<file path="config.mk">
export PLATFORM = sky130hd
export DESIGN_NAME = mmio_gpio_port
export DESIGN_NICKNAME = d
export VERILOG_FILES = /design/src/rtl/mmio_pkg.sv /design/src/rtl/sync_2ff.sv /design/src/rtl/mmio_gpio_port.sv
export SDC_FILE = /design/constraint.sdc
export NUM_CORES = 1
export LEC_CHECK = 0
export ABC_AREA = 1
export CORE_MARGIN = 2
export CORE_UTILIZATION = 53
export CTS_CLUSTER_SIZE = 40
export DETAILED_ROUTE_END_ITERATION = 6
export PLACE_DENSITY = 0.89
export SLEW_MARGIN = 10
export SYNTH_ARGS = -nofsm -noshare
export SYNTH_HDL_FRONTEND = slang
export SYNTH_SLANG_ARGS = --single-unit
</file>
<file path="constraint.sdc">
create_clock -name clk -period 2.46 [get_ports clk]
set_input_delay 0.369 -clock clk [delete_from_list [all_inputs] [get_ports clk]]
set_output_delay 0.369 -clock clk [all_outputs]
set_load 0.03 [all_outputs]
</file>
<file path="src/rtl/mmio_pkg.sv">
`default_nettype none
// ============================================================================
//  Module : mmio_pkg
//  Shared bus widths, GPIO register offsets and MMIO access attributes.
//  Rev    : 1.0
// ============================================================================
package mmio_pkg;

    localparam int DATA_W = 8;
    localparam int ADDR_W = 16;

    localparam logic [2:0] OFF_OUT      = 3'd0;
    localparam logic [2:0] OFF_DIR      = 3'd1;
    localparam logic [2:0] OFF_IN       = 3'd2;
    localparam logic [2:0] OFF_STAT     = 3'd3;
    localparam logic [2:0] OFF_EDGE_EN  = 3'd4;
    localparam logic [2:0] OFF_EDGE_POL = 3'd5;
    localparam logic [2:0] OFF_TOGGLE   = 3'd6;
    localparam logic [2:0] OFF_ID       = 3'd7;

    localparam logic [1:0] ACC_RW  = 2'd0;
    localparam logic [1:0] ACC_RO  = 2'd1;
    localparam logic [1:0] ACC_W1C = 2'd2;
    localparam logic [1:0] ACC_WO  = 2'd3;

    function automatic logic [1:0] gpio_access(input logic [2:0] off);
        case (off)
            OFF_IN, OFF_ID: gpio_access = ACC_RO;
            OFF_STAT:       gpio_access = ACC_W1C;
            OFF_TOGGLE:     gpio_access = ACC_WO;
            default:        gpio_access = ACC_RW;
        endcase
    endfunction

endpackage
`default_nettype wire

</file>
<file path="src/rtl/sync_2ff.sv">
`default_nettype none
// ============================================================================
//  Module : sync_2ff
//  Two-flop synchroniser for asynchronous inputs, cleared by reset.
//  Rev    : 1.0
// ============================================================================
module sync_2ff #(
    parameter int W = 8
) (
    input  logic         clk,
    input  logic         reset,
    input  logic [W-1:0] d,
    output logic [W-1:0] q
);

    logic [W-1:0] r_s1;
    logic [W-1:0] r_s2;

    always_ff @(posedge clk or posedge reset) begin
        if (reset) begin
            r_s1 <= '0;
            r_s2 <= '0;
        end else begin
            r_s1 <= d;
            r_s2 <= r_s1;
        end
    end

    assign q = r_s2;

endmodule
`default_nettype wire

</file>
<file path="src/rtl/mmio_gpio_port.sv">
`default_nettype none
// ============================================================================
//  Module : mmio_gpio_port
//  Memory-mapped GPIO target: 8-byte register window, edge-detect IRQ.
//  Rev    : 1.0
// ============================================================================
module mmio_gpio_port
    import mmio_pkg::*;
#(
    parameter logic [15:0] BASE_ADDR = 16'hFF00,
    parameter logic [7:0]  ID_VALUE  = 8'hA1
) (
    input  logic              clk,
    input  logic              reset,
    input  logic [ADDR_W-1:0] address,
    input  logic [DATA_W-1:0] wdata,
    input  logic              mem_read,
    input  logic              mem_write,
    output logic [DATA_W-1:0] rdata,
    output logic              rvalid,
    input  logic [DATA_W-1:0] io_in,
    output logic [DATA_W-1:0] io_out,
    output logic [DATA_W-1:0] io_oe,
    output logic              irq
);

    localparam logic [ADDR_W-4:0] c_win = BASE_ADDR[ADDR_W-1:3];

    logic [DATA_W-1:0] r_out;
    logic [DATA_W-1:0] r_dir;
    logic [DATA_W-1:0] r_stat;
    logic [DATA_W-1:0] r_en;
    logic [DATA_W-1:0] r_pol;
    logic [DATA_W-1:0] r_prev;
    logic [DATA_W-1:0] r_rdata;
    logic              r_rvalid;

    logic              w_hit;
    logic [2:0]        w_off;
    logic              w_rd;
    logic              w_wr;
    logic [DATA_W-1:0] w_sync;
    logic [DATA_W-1:0] w_rise;
    logic [DATA_W-1:0] w_fall;
    logic [DATA_W-1:0] w_ev;
    logic [DATA_W-1:0] w_w1c;
    logic [DATA_W-1:0] w_rmux;

    assign w_hit = (address[ADDR_W-1:3] == c_win);
    assign w_off = address[2:0];
    assign w_rd  = mem_read  & w_hit;
    assign w_wr  = mem_write & w_hit & (gpio_access(w_off) != ACC_RO);

    sync_2ff #(.W(DATA_W)) u_sync (
        .clk   (clk),
        .reset (reset),
        .d     (io_in),
        .q     (w_sync)
    );

    // Per-bit polarity select; only fresh edges count, so EN/POL changes
    // never raise status for history that predates them.
    assign w_rise = w_sync & ~r_prev;
    assign w_fall = ~w_sync & r_prev;
    assign w_ev   = r_en & ((r_pol & w_fall) | (~r_pol & w_rise));
    assign w_w1c  = (w_wr && (w_off == OFF_STAT)) ? wdata : '0;

    always_comb begin
        w_rmux = '0;
        case (w_off)
            OFF_OUT:      w_rmux = r_out;
            OFF_DIR:      w_rmux = r_dir;
            OFF_IN:       w_rmux = w_sync;
            OFF_STAT:     w_rmux = r_stat;
            OFF_EDGE_EN:  w_rmux = r_en;
            OFF_EDGE_POL: w_rmux = r_pol;
            OFF_TOGGLE:   w_rmux = '0;
            OFF_ID:       w_rmux = ID_VALUE;
            default:      w_rmux = '0;
        endcase
    end

    always_ff @(posedge clk or posedge reset) begin
        if (reset) begin
            r_out    <= '0;
            r_dir    <= '0;
            r_stat   <= '0;
            r_en     <= '0;
            r_pol    <= '0;
            r_prev   <= '0;
            r_rdata  <= '0;
            r_rvalid <= 1'b0;
        end else begin
            r_prev   <= w_sync;
            // Set wins over a coincident write-1-to-clear.
            r_stat   <= (r_stat & ~w_w1c) | w_ev;
            r_rvalid <= w_rd;
            // Read mux sees pre-write values, so a combined read+write returns old data.
            if (w_rd) begin
                r_rdata <= w_rmux;
            end
            if (w_wr) begin
                case (w_off)
                    OFF_OUT:      r_out <= wdata;
                    OFF_DIR:      r_dir <= wdata;
                    OFF_EDGE_EN:  r_en  <= wdata;
                    OFF_EDGE_POL: r_pol <= wdata;
                    OFF_TOGGLE:   r_out <= r_out ^ wdata;
                    default:      ;
                endcase
            end
        end
    end

    assign rdata  = r_rdata;
    assign rvalid = r_rvalid;
    assign io_out = r_out;
    assign io_oe  = r_dir;
    assign irq    = |r_stat;

endmodule
`default_nettype wire

</file>
==> metrics <==
outcome complete, but fails checks; failing checks design-rule violations; first-pass GRT wire length 14410 µm; YS warnings 0; post-layout util 0.6949; CP Launch Type flip-flop; LEAKAGE 0.002171 µW; fin crit share 0.9428; # hold bufs at CTS 0; maxcap violations 0; Post-Place Setup Slack 0.09375 ns; grt total ovfl 0; CTS root buf clkbuf_8; chip height 85.84 µm; setup tns final 0 ns; R2R Setup Slk ~1.4 ns; Core Area roughly 6400 µm²; mean post-synth cell area ~8.2 µm²; TritonCTS clock tree yes; Clk pin slew, worst setup/hold paths 0.09 ns; Hold Path Stages 0; number of CTS-inserted buffers 9; Site Rows 29; HPWL Detailed 6268 µm; VDD IR max 393.9 µV; vias per cell 5.483; DR DRC count 6; Worst Skew 0.003516 ns; Yosys cell types 27; Final #Nets 540; RR Endpoint rdata[6]; reg-to-reg startpoint r_pol[6]; crit path kind reg2out; Worst-Skew Late Latency 0.36 ns; Total GRT Usage 0.2574; commonest cells after routing, fill and taps aside 160 x nand2_1, 73 x dfrtp_1, 61 x clkdlybuf4s50_1; post_cts resized 0; post-DR wirelength/cell 15.00 µm; setup ws final 0.1408 ns; syn_nets approximately 470; H-tree depth 3; fillers between 500 and 600; Tot Pwr 2446 µW; TritonRoute pass-1 iters 7; DR vias 3213; worst hold path type reg2reg; post-CTS setup buffer count 0; Final Critical Period roughly 2.3 ns; worst hold slack 0.3544 ns; CP Max Fanout 3; initial antenna violation count 0; CTS Buffer Depth 2; arrival time at the worst endpoint just under 2 ns; mapped cell area 3550 µm²; Routed WL 8791 µm; post-route ant nets 0; DIE WIDTH 85.84 µm; Endpoint, Worst Hold u_sync.q[6]; Power Density 548.0 nW/µm²; Final setup viols 0; Critical Path RT 2.09 ns; vias in the first global route 3056; post-synth top area share 0.5146; # clock sinks 73; I/O pin cnt between 60 and 70; top post-synthesis cells by area dfrtp_1 51%, nand2_1 17%, nand4_1 4.6%, nor2_1 4.2%, inv_1 4.1%; Initial Utilization 0.5527; most common cell after layout, fill and taps aside nand2_1; Worst R2R Path Depth 6; Fin. Hold Viols 0; area leader, netlist dfrtp_1; DR iter-0 viols 320; RSZ-0062 raised after global routing false; Critical Path End Type output pin; Antenna diodes 0; Cells after Synth around 430; relative slew slack 0.6520; largest net degree at the start of global routing between 70 and 80; area grow syn2layout 25.73%; maximum clock rate 431.2 MHz; FF+latch count, synth 73; die area 7369 µm²; max-slew violations 0; fraction of layout cells with a size suffix above 1 0.1218; Final Wtd Congestion 0.9001; worst hold start u_sync.r_s1[6]; worst-margin pin slew 0.5203 ns; port bufs 61; Seq/Total Area, Yosys 0.5146
per-layer routing:
layer	GRT usage	share of wire	wire length (µm)
met1	0.3196	0.41	3577
met2	0.4332	0.50	4375
met3	0.06160	0.072	634
met4	0.1068	0.023	204
met5	0	0	0
per-stage QoR:
| step | instance area, µm² | cells |
|---|---|---|
| 2_1_floorplan | 3550 | 433 |
| 3_3_place_gp | 4253 | 570 |
| 3_5_place_dp | 4253 | 570 |
| 4_1_cts | 4463 | 586 |
| 5_1_grt | 4463 | 586 |
| 6_report | 4463 | 586 |
power by group:
group	internal, µW	switching (µW)
combinational	90.3	129
clock	489	506
sequential	1220	11.7
final cells by class:
| class | instances | area [µm²] | share of cell area |
|---|---|---|---|
| tap | 77 | 96.34 | 0.02159 |
| sequential | 73 | 1827 | 0.4093 |
| timing repair buffer | 73 | 713.2 | 0.1598 |
| multi-input combinational | 305 | 1456 | 0.3263 |
| clock inverter | 7 | 86.33 | 0.01934 |
| inverter | 42 | 160.2 | 0.03588 |
| clock buffer | 9 | 123.9 | 0.02775 |
kinds of logic (layout without fill, tap and decap cells):
group,after synthesis,after routing,share of synthesized area
flip-flops,73,73,0.5146
buffers and inverters,55,131,0.07508
AO/OA/AOI/OAI,47,47,0.08636
AND/OR/NAND/NOR,258,258,0.3239
state kept, by name (all words and copies together) (netlist names):
signal / cells
io_oe: 8
io_out: 8
r_en: 8
r_pol: 8
r_prev: 8
r_stat: 8
rdata: 8
u_sync.q: 8
u_sync.r_s1: 8
rvalid: 1
cells in the mapped netlist, drive strengths merged:
library cell,instances
nor4,2
dfrtp,73
clkbuf,1
buf,12
o21ai,42
nand3b,3
nand2,163
nor2,44
and3,2
nand4,26
nand3,15
inv,42
a21oi,5
nor3,3
worst max-delay path: stages (launching register included):
cell and delay (ns):
dfrtp_1 0.42, nor4_1 0.46, nand2_1 0.09, clkdlybuf4s50_1 0.61
worst max path at each step:
stage	from	endpoint	slack, ns
after detailed placement	address[2]	r_pol[2]	0.09
after global routing	r_stat[2]	irq	0.05
final	r_stat[2]	irq	0.14
after floorplan	reset	io_oe[0]	0.24
after global placement	address[2]	r_pol[0]	0.14
after CTS	r_stat[2]	irq	0.15
(Power assumes the default switching activity.)
==> patch 1 (config.mk and constraints unchanged) <==
Register the output `io_oe` once more, cleared by the reset; this adds one clock of latency there. The other outputs are not delayed to match.
--- a/src/rtl/mmio_gpio_port.sv
+++ b/src/rtl/mmio_gpio_port.sv
@@ -115,7 +115,13 @@
     assign rdata  = r_rdata;
     assign rvalid = r_rvalid;
     assign io_out = r_out;
-    assign io_oe  = r_dir;
+    always_ff @(posedge clk or posedge reset) begin
+        if (reset) begin
+            io_oe <= '0;
+        end else begin
+            io_oe <= r_dir;
+        end
+    end
     assign irq    = |r_stat;
 
 endmodule
Check against the original RTL: not equivalent (Yosys sat finds a counterexample within 4 cycles, from zero or initial values and one cycle with reset high).
==> patch 1 against the unedited design <==
Critical path type unchanged; total power grew 10%; cell area grew 3.0%; synthesized cell count fell by 1.2%; clock skew up 0.0047 ns; combinational power shrank 4%; register-to-register slack worse by 0.03 ns; hold slack lost 0.0040 ns; count of clock-buffer cells in the layout is 3 higher; wire length down 6.0%; sequential cell count grew 8; synthesized area grew 3.3%; setup slack gained 0.14 ns; global-route usage fell by 1.4 points.
==> patch 1: results (changes against the unedited design) <==
** Die
- The chip width was 87.2 um (+1.5%).

** Layout
- The share of post-route cells with drive strength above 1 came to 8.78% (-3.4 points).
- Relative area of non-clock buffer cells in the final design :: 14.7% (-1.3 points)
- Sequential cell area :: 2030 sq um (+11%)
- Fill cell total of the finished layout :: 520 (-1.5%)
- Final #Nets :: 532 (-1.5%)
- The area fraction of clock buffers and clock inverters is 5.20% (+0.49 points).
- Multi-input gates :: 301 (-1.3%)
- Clock buffer instance count of the final layout :: 12 (+3)
- Fraction of area in multi-input gates :: 30.9% (-1.7 points)
- The sequential fraction of total cell area is 44.1% (+3.2 points).
- The non-clock buffer instance count of the final layout came to 68 (-6.8%).

** Synth
- Nets in the synthesized netlist :: 464 (-1.1%)
- Dominant cells by area after synthesis :: dfrtp_1 55%, nand2_1 15%, o21ai_0 4.2%
- XOR/XNOR share of the synthesized area :: 1.91% (+1.9 points)
- The post-synthesis cell count was 428 (-1.2%).
- The share of the yosys chip area belonging to registers came to 55.3% (+3.8 points).
- Complex-gate fraction of the synthesized area :: 8.60% (-0.035 points)

** Drt
- The detailed-routing iteration count for the pre-antenna-repair pass is 5 (-2).
- Vias :: 3176 (-1.2%)
- The via density per instance is 5.47 (-0.30%).

** Global routing
- Largest net degree at the start of global routing :: 82 (+11%)
- The first-pass GRT wire length is 14100 um (-1.9%).
- Global-route total usage across every layer :: 24.3% (-1.4 points)

** Power
- The maximum vdd ir drop was 0.000452 V (+15%).
- The leakage power was 2.24 nW (+3.1%).

** Status
- The flow ran to the end, and the final reports show no timing, DRC or antenna violations.

** Place
- The post-place instance area is 4360 sq um (+2.4%).
- The placer's final routability congestion estimate is 0.944 (+4.9%).
- Half-perimeter wire length of the detailed placement result :: 5940 um (-5.2%)

** Critical path
- The worst path arrival time was 1.81 ns (-0.14 ns).
- The setup slack on the worst flop-to-flop path is 1.41 ns (-0.03 ns).

** STA
- Transition at the pin with the smallest max-transition slack :: 0.457 ns (-0.0634 ns)
- Fin crit share :: 88.7% (-5.6 points)
- The worst-case hold slack is 0.350 ns (-0.00401 ns).

** Clock tree
- The number of clock sinks came to 81 (+11%).
-- patch 1: changes by cell type after synthesis, sizes merged, moves of 2 or more --
| cell | unedited run | this run |
|---|---|---|
| o21ai | 42 | 47 |
| nand2 | 163 | 154 |
| a21oi | 5 | 7 |
| nand3 | 15 | 12 |
| inv | 42 | 34 |
| dfrtp | 73 | 81 |
| xnor2 | 0 | 8 |
| nand4 | 26 | 19 |
-- patch 1: routing by layer --
metal	vias up	part of all wire [%]	global-route usage [%]
met5	-	0	0
met4	0	2.9	11.9
met3	23	8.5	5.97
met2	165	48	38.7
met1	1477	41	31.3
li1	1511	-	-
-- patch 1: where the power goes --
part,switching (W),internal (W),total [W]
registers,0.0000106,0.00135,0.00136
logic,0.000124,0.0000881,0.000212
clock network,0.000465,0.000655,0.00112
-- patch 1: cell families (layout without fill, tap and decap cells) --
| group | after synthesis | count (layout) |
|---|---|---|
| AND/OR/NAND/NOR | 237 | 237 |
| AO/OA/AOI/OAI | 56 | 56 |
| buffers and inverters | 46 | 119 |
| flip-flops | 81 | 81 |
| XOR/XNOR | 8 | 8 |
-- patch 1: worst paths after layout --
path	startpoint	end
worst max register to register	r_pol[4]$_DFFE_PP0P_	rdata[4]$_DFFE_PP0P_
worst min register to register	u_sync.r_s1[1]$_DFF_PP0_	u_sync.q[1]$_DFF_PP0_
min in group asynchronous	reset	u_sync.r_s1[7]$_DFF_PP0_
worst min-delay path	u_sync.r_s1[1]$_DFF_PP0_	u_sync.q[1]$_DFF_PP0_
worst max-delay path	r_stat[2]$_DFF_PP0_	irq
max in group asynchronous	reset	rdata[2]$_DFFE_PP0P_
==> patch 2 (same flow settings) <==
Made on the original files. `ADDR_W`: 16 -> 14.
--- a/src/rtl/mmio_pkg.sv
+++ b/src/rtl/mmio_pkg.sv
@@ -7,7 +7,7 @@
 package mmio_pkg;
 
     localparam int DATA_W = 8;
-    localparam int ADDR_W = 16;
+    localparam int ADDR_W = 14;
 
     localparam logic [2:0] OFF_OUT      = 3'd0;
     localparam logic [2:0] OFF_DIR      = 3'd1;
Ports: changed (resized address); port bits go from 62 to 60. The function was not compared with the original's and may differ.
==> patch 2 against the unedited design <==
Sequential power barely moved; cell area is 1.5% lower; wire length down 2.1%; synthesized area is 1.3% lower; cell count is 0.34% lower; total power up 2.2%; sequential cell count stayed put; setup slack got worse by 0.085 ns; critical path type unchanged; highest routed layer unchanged.
==> patch 2: results (changes against the unedited design) <==
** Drt
- Post-detailed-route wirelength per cell :: 14.7 um (-1.8%)
- Routed Antenna Nets :: 0 (unchanged)
- The detailed-routing iteration count for the pre-antenna-repair pass came to 5 (-2).
- The total routed wirelength was 8610 um (-2.1%).
- The via density per instance was 5.34 (-2.7%).
- The initial DRC count was 251 (-22%).

** Critical path
- Slowest stage cell, crit path :: clkdlybuf4s50_1
- The worst path arrival time is 2.04 ns (+0.09 ns).
- For this run, the slowest stage of the critical path takes 0.62 ns.
- Crit path max-delay family :: simple AND/OR/NAND/NOR gates

** Place
- Worst setup timing slack at the placement stage :: 0.174 ns (+0.0798 ns)
- The cell count after placement is 568 (-0.35%).
- The placer's final routability congestion estimate came to 0.918 (+2.0%).
- The half-perimeter wire length after detailed placement came to 6170 um (-1.6%).
- The post-place instance area came to 4170 sq um (-2.1%).
- Port buffer count :: 59 (-3.3%)

** Layout
- Final #Nets :: 536 (-0.74%)
- Number of diodes added for antenna fixing :: 0 (unchanged)
- The number of fillers in the final layout is 487 (-7.8%).
- The share of post-route cells with drive strength above 1 is 11.6% (-0.54 points).

** Synth
- Counting instances in the post-synthesis netlist gives the leading cell types as 169 x nand2_1, 73 x dfrtp_1, 46 x inv_1, 38 x nor2_1, 27 x nand3_1.
- Flip-flop cell with the highest count after synthesis :: dfrtp_1
- Distinct cell type count of the synthesized netlist :: 27 (unchanged)
- Yosys attributes the largest share of cell area to dfrtp_1 52%, nand2_1 18%, inv_1 4.9%.
- Fraction of post-synthesis cell area in the top cell type by area :: 52.2% (+0.70 points)
- The post-synthesis cell count was 435 (+0.46%).
- The share of the yosys chip area belonging to registers was 52.2% (+0.70 points).

** Power
- Static leakage :: 2.21 nW (+1.6%)
- The maximum vdd ir drop was 0.000546 V (+38%).

** Clock tree
- The total clock buffers created by CTS is 9 (unchanged).
- Clock input transition at the sequential cells of the worst setup and hold paths :: 0.07 ns (-0.02 ns)
- Insertion delay of the later-clocked pin in the worst-skew pair :: 0.35 ns
- Clock tree synthesis selected as its root buffer the cell clkbuf_8.

** Global routing
- The first-pass GRT wire length was 14700 um (+1.7%).
- Global-route total usage across every layer :: 25.9% (+0.20 points)
- The number of global-route vias before repair was 3216 (+5.2%).
- Sum of overflow across all layers after global routing :: 0 (unchanged)

** STA
- Clock tree skew after final layout :: 0.00294 ns (-0.000579 ns)
- The actual slew at the worst max-slew pin came to 0.524 ns (+0.00386 ns).

** Status
- The flow ran to the end, and the final reports show no timing, DRC or antenna violations.
-- patch 2: cell families after synthesis --
family / synth area share, %
compound gates: 8.54
buf+inv: 7.97
flops: 52.2
simple gates: 31.3
-- patch 2: power by group --
part           internal (W)  switching [W]  total [W]
Combinational     0.0000817       0.000119   0.000201
Clock              0.000623       0.000442    0.00106
Sequential          0.00122      0.0000121    0.00123
Total               0.00192       0.000574    0.00250
-- patch 2: final cells by class --
type	count	area (sq um)	share of cell area, %
clock inverters	5	77.6	1.77
clock buffers	11	151	3.45
repair buffers	67	663	15.1
flip-flops and latches	73	1830	41.6
well taps	77	96.3	2.19
inverters	48	183	4.16
multi-input cells	303	1400	31.8
-- patch 2: worst paths after layout --
kind	slack (ns)	cells past startpoint	from	endpoint
worst max-delay path	0.06	3	r_stat[2]$_DFF_PP0_	irq
worst min-delay path	0.35	0	u_sync.r_s1[2]$_DFF_PP0_	u_sync.q[2]$_DFF_PP0_
worst max register to register	1.40	6	u_sync.q[0]$_DFF_PP0_	rdata[0]$_DFFE_PP0P_
worst min register to register	0.35	0	u_sync.r_s1[2]$_DFF_PP0_	u_sync.q[2]$_DFF_PP0_
max in group asynchronous	1.75	3	reset	rdata[2]$_DFFE_PP0P_
min in group asynchronous	0.41	3	reset	u_sync.q[1]$_DFF_PP0_
-- patch 2: worst register-to-register path, delay by kind of cell (launching register included) --
family | cells | cell delay [ns]
flip-flops | 1 | 0.38
AO/OA/AOI/OAI | 1 | 0.11
AND/OR/NAND/NOR | 4 | 0.36
buffers and inverters | 1 | 0.10
-- patch 2: metal layers --
layer,vias up,part of all wire [%],track usage [%]
met2,124,51,43.2
met4,0,4.0,13.1
met1,1475,40,31.3
met3,32,6.0,6.42
met5,-,0,0
li1,1486,-,-
